--- config.mk ---
export PLATFORM = sky130hd
export DESIGN_NAME = alu_issue_arbiter_flat
export DESIGN_NICKNAME = d
export VERILOG_FILES = /design/src/rtl/alu_issue_if.sv /design/src/rtl/alu_issue_arbiter.sv /design/src/flat_wrapper.sv
export SDC_FILE = /design/constraint.sdc
export NUM_CORES = 1
export LEC_CHECK = 0
export ABC_CLOCK_PERIOD_IN_PS = 2300
export BUFFER_PORTS_ARGS = -buffer_cell sky130_fd_sc_hd__buf_2
export CELL_PAD_IN_SITES_DETAIL_PLACEMENT = 1
export CELL_PAD_IN_SITES_GLOBAL_PLACEMENT = 1
export CORE_UTILIZATION = 28
export CTS_CLUSTER_SIZE = 8
export DETAILED_ROUTE_END_ITERATION = 8
export PLACE_DENSITY_LB_ADDON = 0.1
export SLEW_MARGIN = 20
export SYNTH_ARGS = -nofsm -noshare
export SYNTH_HDL_FRONTEND = slang
export SYNTH_SLANG_ARGS = --single-unit
--- constraint.sdc ---
create_clock -name clk -period 2.3 [get_ports clk]
set_clock_uncertainty 0.1 [all_clocks]
set_input_delay 0.345 -clock clk [delete_from_list [all_inputs] [get_ports clk]]
set_output_delay 0.345 -clock clk [all_outputs]
set_load 0.005 [all_outputs]
--- src/rtl/alu_issue_if.sv ---
// Bundle between the two issue lanes, the arbiter, the execute-stage ALU and
// the writeback ports. master = issue lanes / ALU / writeback side,
// slave = the arbiter.
interface alu_issue_if;
  // Lane 0 decoded operation
  logic        l0_valid;
  logic        l0_ready;
  logic [11:0] l0_alusignals;
  logic [15:0] l0_op1;
  logic [15:0] l0_op2;
  logic [4:0]  l0_immx;
  logic        l0_isimm;
  logic [2:0]  l0_rd;
  // Lane 1 decoded operation
  logic        l1_valid;
  logic        l1_ready;
  logic [11:0] l1_alusignals;
  logic [15:0] l1_op1;
  logic [15:0] l1_op2;
  logic [4:0]  l1_immx;
  logic        l1_isimm;
  logic [2:0]  l1_rd;
  // Registered ALU drive and returning result
  logic [11:0] alu_signals;
  logic [15:0] alu_op1;
  logic [15:0] alu_op2;
  logic [4:0]  alu_immx;
  logic        alu_isimm;
  logic [15:0] alu_instr;
  logic [15:0] alu_result;
  // Writeback
  logic        wb_valid;
  logic        wb_lane;
  logic [2:0]  wb_rd;
  logic [15:0] wb_data;
  logic        busy;

  modport master (
    output l0_valid, l0_alusignals, l0_op1, l0_op2, l0_immx, l0_isimm, l0_rd,
    output l1_valid, l1_alusignals, l1_op1, l1_op2, l1_immx, l1_isimm, l1_rd,
    output alu_result,
    input  l0_ready, l1_ready,
    input  alu_signals, alu_op1, alu_op2, alu_immx, alu_isimm, alu_instr,
    input  wb_valid, wb_lane, wb_rd, wb_data, busy
  );

  modport slave (
    input  l0_valid, l0_alusignals, l0_op1, l0_op2, l0_immx, l0_isimm, l0_rd,
    input  l1_valid, l1_alusignals, l1_op1, l1_op2, l1_immx, l1_isimm, l1_rd,
    input  alu_result,
    output l0_ready, l1_ready,
    output alu_signals, alu_op1, alu_op2, alu_immx, alu_isimm, alu_instr,
    output wb_valid, wb_lane, wb_rd, wb_data, busy
  );
endinterface

--- src/rtl/alu_issue_arbiter.sv ---
// Round-robin arbiter sharing one execute-stage ALU between two issue lanes.
// Registers the granted op into the ALU issue stage, stalls issue while a
// multiply holds the ALU, and carries {lane, rd} down a tag pipe matched to
// the ALU latency so each result returns to the lane that issued it.
module alu_issue_arbiter #(
  parameter int ALU_LAT    = 2,
  parameter int MUL_CYCLES = 3
) (
  input logic         clk,
  input logic         rst_n,
  alu_issue_if.slave  bus
);

  typedef enum logic {S_IDLE, S_MULWAIT} state_t;

  typedef struct packed {
    logic [11:0] sig;
    logic [15:0] op1;
    logic [15:0] op2;
    logic [4:0]  immx;
    logic        isimm;
    logic [2:0]  rd;
  } op_t;

  typedef struct packed {
    logic       v;
    logic       lane;
    logic [2:0] rd;
  } tag_t;

  localparam int            CW        = (MUL_CYCLES > 2) ? $clog2(MUL_CYCLES) : 1;
  localparam bit            MUL_HOLDS = (MUL_CYCLES > 1);
  localparam logic [CW-1:0] MUL_LOAD  = CW'((MUL_CYCLES > 1) ? MUL_CYCLES - 1 : 0);

  state_t                 state_q, state_d;
  logic [CW-1:0]          cnt_q, cnt_d;
  logic                   ptr_q, ptr_d;
  op_t                    iss_q, iss_d;       // registered ALU drive
  logic                   iss_lane_q, iss_lane_d;
  logic                   iss_wr_q, iss_wr_d;  // issued op writes a register
  logic                   fresh_q, fresh_d;    // non-mul issued on the last edge
  tag_t [ALU_LAT-1:0]     tag_q, tag_d;

  logic can_issue;
  logic sel_l1;
  logic xfer;
  logic sel_mul;
  op_t  l0_op, l1_op, sel_op;
  tag_t ins;
  logic any_tag;

  assign l0_op = op_t'{bus.l0_alusignals, bus.l0_op1, bus.l0_op2,
                       bus.l0_immx, bus.l0_isimm, bus.l0_rd};
  assign l1_op = op_t'{bus.l1_alusignals, bus.l1_op1, bus.l1_op2,
                       bus.l1_immx, bus.l1_isimm, bus.l1_rd};

  // Arbitration: issue opens in IDLE or on the MULWAIT return cycle (cnt = 0)
  always_comb begin
    can_issue    = rst_n && ((state_q == S_IDLE) || (cnt_q == '0));
    sel_l1       = bus.l1_valid && (!bus.l0_valid || ptr_q);
    xfer         = can_issue && (bus.l0_valid || bus.l1_valid);
    bus.l0_ready = xfer && !sel_l1;
    bus.l1_ready = xfer && sel_l1;
    sel_op       = sel_l1 ? l1_op : l0_op;
    sel_mul      = sel_op.sig[4] && MUL_HOLDS;
  end

  // Next state of FSM, pointer and issue registers
  always_comb begin
    // NOTE: every signal gets a default first so no path leaves it unassigned
    // (an unassigned path in always_comb would infer a latch).
    state_d    = state_q;
    cnt_d      = cnt_q;
    ptr_d      = ptr_q;
    iss_d      = iss_q;
    iss_lane_d = iss_lane_q;
    iss_wr_d   = iss_wr_q;
    fresh_d    = 1'b0;
    if (xfer) begin
      iss_d      = sel_op;
      iss_lane_d = sel_l1;
      iss_wr_d   = (sel_op.sig != '0) && !sel_op.sig[2] && !sel_op.sig[5];
      ptr_d      = !sel_l1;
      if (sel_mul) begin
        state_d = S_MULWAIT;
        cnt_d   = MUL_LOAD;
      end else begin
        state_d = S_IDLE;
        fresh_d = 1'b1;
      end
    end else if (can_issue) begin
      // Bubble: only the op bits drop, operands hold
      iss_d.sig = '0;
      state_d   = S_IDLE;
    end else begin
      cnt_d = cnt_q - 1'b1;
    end
  end

  // Tag pipe: one entry inserted every edge, valid only for register writers
  always_comb begin
    ins.v    = iss_wr_q && (fresh_q || ((state_q == S_MULWAIT) && (cnt_q == '0)));
    ins.lane = iss_lane_q;
    ins.rd   = iss_q.rd;
    tag_d[0] = ins;
    for (int i = 1; i < ALU_LAT; i++) tag_d[i] = tag_q[i-1];
    any_tag = 1'b0;
    for (int i = 0; i < ALU_LAT; i++) any_tag = any_tag | tag_q[i].v;
  end

  // State registers with synchronous reset; in-flight tags are dropped
  always_ff @(posedge clk) begin
    // NOTE: state updates use non-blocking assignment so every flop samples
    // values from before the edge, independent of statement order.
    if (!rst_n) begin
      // NOTE: the tag pipe is reset like any other flop; stale valid bits
      // would otherwise produce writebacks for dropped operations.
      state_q    <= S_IDLE;
      cnt_q      <= '0;
      ptr_q      <= 1'b0;
      iss_q      <= '0;
      iss_lane_q <= 1'b0;
      iss_wr_q   <= 1'b0;
      fresh_q    <= 1'b0;
      tag_q      <= '0;
    end else begin
      state_q    <= state_d;
      cnt_q      <= cnt_d;
      ptr_q      <= ptr_d;
      iss_q      <= iss_d;
      iss_lane_q <= iss_lane_d;
      iss_wr_q   <= iss_wr_d;
      fresh_q    <= fresh_d;
      tag_q      <= tag_d;
    end
  end

  assign bus.alu_signals = iss_q.sig;
  assign bus.alu_op1     = iss_q.op1;
  assign bus.alu_op2     = iss_q.op2;
  assign bus.alu_immx    = iss_q.immx;
  assign bus.alu_isimm   = iss_q.isimm;
  assign bus.alu_instr   = {5'b0, iss_q.rd, 8'b0};

  assign bus.wb_valid = tag_q[ALU_LAT-1].v;
  assign bus.wb_lane  = tag_q[ALU_LAT-1].lane;
  assign bus.wb_rd    = tag_q[ALU_LAT-1].rd;
  assign bus.wb_data  = tag_q[ALU_LAT-1].v ? bus.alu_result : 16'h0000;
  assign bus.busy     = (state_q == S_MULWAIT) || any_tag;

endmodule

--- src/flat_wrapper.sv ---
// flat-port wrapper written by rule: the top's interface ports become plain ports
module alu_issue_arbiter_flat 
#(
  parameter int ALU_LAT    = 2,
  parameter int MUL_CYCLES = 3
)
  (clk, rst_n, bus_l0_valid, bus_l0_alusignals, bus_l0_op1, bus_l0_op2, bus_l0_immx, bus_l0_isimm, bus_l0_rd, bus_l1_valid, bus_l1_alusignals, bus_l1_op1, bus_l1_op2, bus_l1_immx, bus_l1_isimm, bus_l1_rd, bus_alu_result, bus_l0_ready, bus_l1_ready, bus_alu_signals, bus_alu_op1, bus_alu_op2, bus_alu_immx, bus_alu_isimm, bus_alu_instr, bus_wb_valid, bus_wb_lane, bus_wb_rd, bus_wb_data, bus_busy);
  alu_issue_if bus_i ();
  input logic clk;
  input logic rst_n;
  input wire logic [$bits(bus_i.l0_valid)-1:0] bus_l0_valid;
  input wire logic [$bits(bus_i.l0_alusignals)-1:0] bus_l0_alusignals;
  input wire logic [$bits(bus_i.l0_op1)-1:0] bus_l0_op1;
  input wire logic [$bits(bus_i.l0_op2)-1:0] bus_l0_op2;
  input wire logic [$bits(bus_i.l0_immx)-1:0] bus_l0_immx;
  input wire logic [$bits(bus_i.l0_isimm)-1:0] bus_l0_isimm;
  input wire logic [$bits(bus_i.l0_rd)-1:0] bus_l0_rd;
  input wire logic [$bits(bus_i.l1_valid)-1:0] bus_l1_valid;
  input wire logic [$bits(bus_i.l1_alusignals)-1:0] bus_l1_alusignals;
  input wire logic [$bits(bus_i.l1_op1)-1:0] bus_l1_op1;
  input wire logic [$bits(bus_i.l1_op2)-1:0] bus_l1_op2;
  input wire logic [$bits(bus_i.l1_immx)-1:0] bus_l1_immx;
  input wire logic [$bits(bus_i.l1_isimm)-1:0] bus_l1_isimm;
  input wire logic [$bits(bus_i.l1_rd)-1:0] bus_l1_rd;
  input wire logic [$bits(bus_i.alu_result)-1:0] bus_alu_result;
  output wire logic [$bits(bus_i.l0_ready)-1:0] bus_l0_ready;
  output wire logic [$bits(bus_i.l1_ready)-1:0] bus_l1_ready;
  output wire logic [$bits(bus_i.alu_signals)-1:0] bus_alu_signals;
  output wire logic [$bits(bus_i.alu_op1)-1:0] bus_alu_op1;
  output wire logic [$bits(bus_i.alu_op2)-1:0] bus_alu_op2;
  output wire logic [$bits(bus_i.alu_immx)-1:0] bus_alu_immx;
  output wire logic [$bits(bus_i.alu_isimm)-1:0] bus_alu_isimm;
  output wire logic [$bits(bus_i.alu_instr)-1:0] bus_alu_instr;
  output wire logic [$bits(bus_i.wb_valid)-1:0] bus_wb_valid;
  output wire logic [$bits(bus_i.wb_lane)-1:0] bus_wb_lane;
  output wire logic [$bits(bus_i.wb_rd)-1:0] bus_wb_rd;
  output wire logic [$bits(bus_i.wb_data)-1:0] bus_wb_data;
  output wire logic [$bits(bus_i.busy)-1:0] bus_busy;
  assign bus_i.l0_valid = bus_l0_valid;
  assign bus_i.l0_alusignals = bus_l0_alusignals;
  assign bus_i.l0_op1 = bus_l0_op1;
  assign bus_i.l0_op2 = bus_l0_op2;
  assign bus_i.l0_immx = bus_l0_immx;
  assign bus_i.l0_isimm = bus_l0_isimm;
  assign bus_i.l0_rd = bus_l0_rd;
  assign bus_i.l1_valid = bus_l1_valid;
  assign bus_i.l1_alusignals = bus_l1_alusignals;
  assign bus_i.l1_op1 = bus_l1_op1;
  assign bus_i.l1_op2 = bus_l1_op2;
  assign bus_i.l1_immx = bus_l1_immx;
  assign bus_i.l1_isimm = bus_l1_isimm;
  assign bus_i.l1_rd = bus_l1_rd;
  assign bus_i.alu_result = bus_alu_result;
  assign bus_l0_ready = bus_i.l0_ready;
  assign bus_l1_ready = bus_i.l1_ready;
  assign bus_alu_signals = bus_i.alu_signals;
  assign bus_alu_op1 = bus_i.alu_op1;
  assign bus_alu_op2 = bus_i.alu_op2;
  assign bus_alu_immx = bus_i.alu_immx;
  assign bus_alu_isimm = bus_i.alu_isimm;
  assign bus_alu_instr = bus_i.alu_instr;
  assign bus_wb_valid = bus_i.wb_valid;
  assign bus_wb_lane = bus_i.wb_lane;
  assign bus_wb_rd = bus_i.wb_rd;
  assign bus_wb_data = bus_i.wb_data;
  assign bus_busy = bus_i.busy;
  alu_issue_arbiter #(.ALU_LAT(ALU_LAT), .MUL_CYCLES(MUL_CYCLES)) u_core (.clk(clk), .rst_n(rst_n), .bus(bus_i));
endmodule
==> run_results.csv <==
group,metric,value,unit
floorplanning,die-width,103,um
detailed_routing,ant_nets,0,
cts,cts_max_level,3,
finish,layout-area-overhead-vs-synth,45.5,%
cts,numClockSinks,69,
cts,cts_made_buffers,9,
setup_path,setup.worst_path.start_class,"register",
finish,n_antenna_cell,0,
placed_design,port_buffers,202,
finish,fill_cells,1241,
finish,leading_cell_type_in_the_layout_fill_and_taps_excluded,"buf_2",
setup_path,highest_net_fanout_along_the_worst_path,5,
sta,timing.fmax,472,MHz
cts,clk-insertion-delay-late,340,ps
setup_path,path_class,"reg2out",
finish,share_of_cells_above_drive_strength_1,47.0,%
detailed_routing,routedWlPerCell,14.6,um
logic_synthesis,synthCells,296,
logic_synthesis,share_of_the_yosys_chip_area_belonging_to_registers,48.1,%
min_path,worst_hold_path.num_cells,3,
floorplanning,floorplan.rows,36,
logic_synthesis,synth_area_per_cell,9.70,um^2
sta,grt_setup_unrepaired,"false",
setup_path,timing.reg2reg.worst_path_depth,7,
detailed_routing,post-route-drc-count,0,
finish,finish.net_count,620,
cts,cts-hold-fix-buffers,0,
cts,cts_max_path_buffers,2,
floorplanning,start_util,29.1,%
cts,clkSlewWorstSetupHoldPaths,80,ps
floorplanning,placeableCoreArea,9860,um^2
logic_synthesis,synth_seq_cells,69,
sta,min_period_over_period,92.2,%
global_routing,number_of_global_route_vias_before_repair,2987,
sta,final_max_slew_viol_count,0,
floorplanning,top_level_ports,216,
detailed_routing,dr_total_vias,3031,
detailed_routing,detail_route.wirelength,9210,um
finish,finish.utilization,42.3,%
pwr,irDropWorstVdd,0.271,mV
pwr,cellLeakagePower,2.15,nW
sta,slew_limit_headroom,61.7,%
cts,tritoncts,"done",
global_routing,initial_antenna_violation_count,0,
run,cap_viol_max_count,0,
logic_synthesis,synth-warning-count,0,
logic_synthesis,netlist_area,2870,um^2
detailed_routing,detailedRoute.firstIterationViolations,234,
global_routing,grt_start_max_net_pins,50,
placed_design,hpwl_dp,6840,um
global_routing,global_route.overflow_total,0,
placed_design,gpl.final_weighted_congestion,0.712,
min_path,classification_of_the_worst_slack_hold_path,"in2reg",
logic_synthesis,yosysUniqueCellTypes,35,
status,result_of_the_run,"completed",
sta,fin_tns_setup,0,ps
floorplanning,design.die.area,10700,um^2
detailed_routing,routed_via_density,4.80,
sta,worst_slew_pin_slew,572,ps
placed_design,placed_cells,614,
setup_path,setup.worst_path.end_class,"primary output",
detailed_routing,drtPass1Iterations,8,
cts,clock-root-buffer,"clkbuf_8",
pwr,power_density,698,nW/um^2
global_routing,grt_util_all_layers,17.1,%
global_routing,global_route_wire_length_before_repair,13900,um
sta,setup_viol,0,
finish,final_cells,631,
setup_path,critPathArrivalTime,1680,ps
setup_path,timing.critical_path.required,1860,ps
sta,report.final.hold_viol_count,0,
finish,commonest_non_fill_non_tap_cells_in_the_layout,"202 x buf_2, 69 x dfxtp_1, 47 x nor2_1",
floorplanning,die_height,103,um
sta,finalCriticalPeriod,2120,ps
[through the flow]
step                hold WS (ps)  total power, mW  area [um^2]  setup WS [ps]
finish                      98.0             2.91         4180            180
global route                91.4             3.08         4180           58.2
CTS                         88.0             2.96         4170           28.4
detailed placement           322             1.85         3940            320
global placement             316             1.83         3940            404
floorplan                    312             1.61         2920            511
[sequential cells by signal, indices dropped and copies added, names as in the netlist, 2 cells and up]
register,count
u_core.bus.alu_op1,16
u_core.bus.alu_op2,16
u_core.bus.alu_signals,12
u_core.bus.alu_immx,5
u_core.tag_d,5
u_core.bus.alu_instr,3
u_core.bus.wb_rd,3
u_core.cnt_q,2
[layer usage]
| layer | wire, um | share of wire [%] | GRT usage, % |
|---|---|---|---|
| met5 | 0 | 0 | 0 |
| met4 | 110 | 1.2 | 6.18 |
| met3 | 884 | 9.6 | 5.91 |
| met2 | 4420 | 48 | 29.6 |
| met1 | 3790 | 41 | 19.6 |
[synthesized netlist by cell type (all sizes together)]
master	count	area share (%)
a21oi	3	0.52
o21a	1	0.26
nor2	47	6.1
mux2i	14	4.9
a221oi	1	0.31
dfxtp	69	48
o211ai	1	0.26
a22oi	1	0.26
clkbuf	11	1.4
and2	25	5.4
nand3	2	0.35
inv	5	0.65
o221ai	1	0.31
a2111oi	1	0.96
nor3	4	0.70
o21ai	13	2.4
a21o	1	0.26
or3	1	0.22
ha	1	0.44
conb	1	0.13
a211oi	1	0.26
nor4	3	1.2
nor3b	1	0.26
buf	27	7.1
nand2b	1	0.22
nand2	17	2.2
or4	1	0.26
nor2b	2	0.52
a222oi	40	14
[final cells by class]
class / instances / area, um^2 / share of cell area [%]
flip-flops and latches: 69 / 1380 / 33.1
multi-input cells: 196 / 1270 / 30.4
repair buffers: 212 / 1110 / 26.7
well taps: 133 / 166 / 3.98
clock buffers: 10 / 138 / 3.30
clock inverters: 6 / 86.3 / 2.07
inverters: 5 / 18.8 / 0.449
[final timing paths]
| path | start | slack [ps] | to |
|---|---|---|---|
| worst max-delay path | u_core.cnt_q[0] | 180 | bus_l0_ready |
| worst min-delay path | bus_l0_rd[2] | 100 | u_core.bus.alu_instr[10] |
| worst max register to register | u_core.cnt_q[0] | 340 | u_core.iss_wr_q |
| worst min register to register | u_core.tag_d[6] | 340 | u_core.bus.wb_rd[1] |
[critical path: stages, from the launching register on]
cell	delay [ps]
dfxtp_1	320
inv_1	60
ha_1	180
nor2b_1	50
buf_4	150
a2111oi_4	310
buf_6	140
buf_2	120
[what timing repair did]
| action | 4_1_cts | 5_1_grt |
|---|---|---|
| resized for setup | 0 | 1 |
| buffers inserted | 0 | 1 |
| setup endpoints to repair | 0 | 1 |
[power by group]
part           internal, mW  switching [mW]
clock network         0.638           0.464
logic                 0.249           0.237
registers              1.28          0.0458
[cell families (layout without fill, tap and decap cells)]
family                   after synthesis  after routing  share of synthesized area, %
multiplexers                          14             14                          4.88
flip-flops                            69             69                          48.1
AND/OR/NAND/NOR                      104            104                          17.5
adder cells (fa/ha/maj)                1              1                         0.436
other                                  1             13                         0.131
AO/OA/AOI/OAI                         64             64                          19.7
buffers and inverters                 43            233                          9.15
No activity file was read; power rests on OpenSTA's default activity.
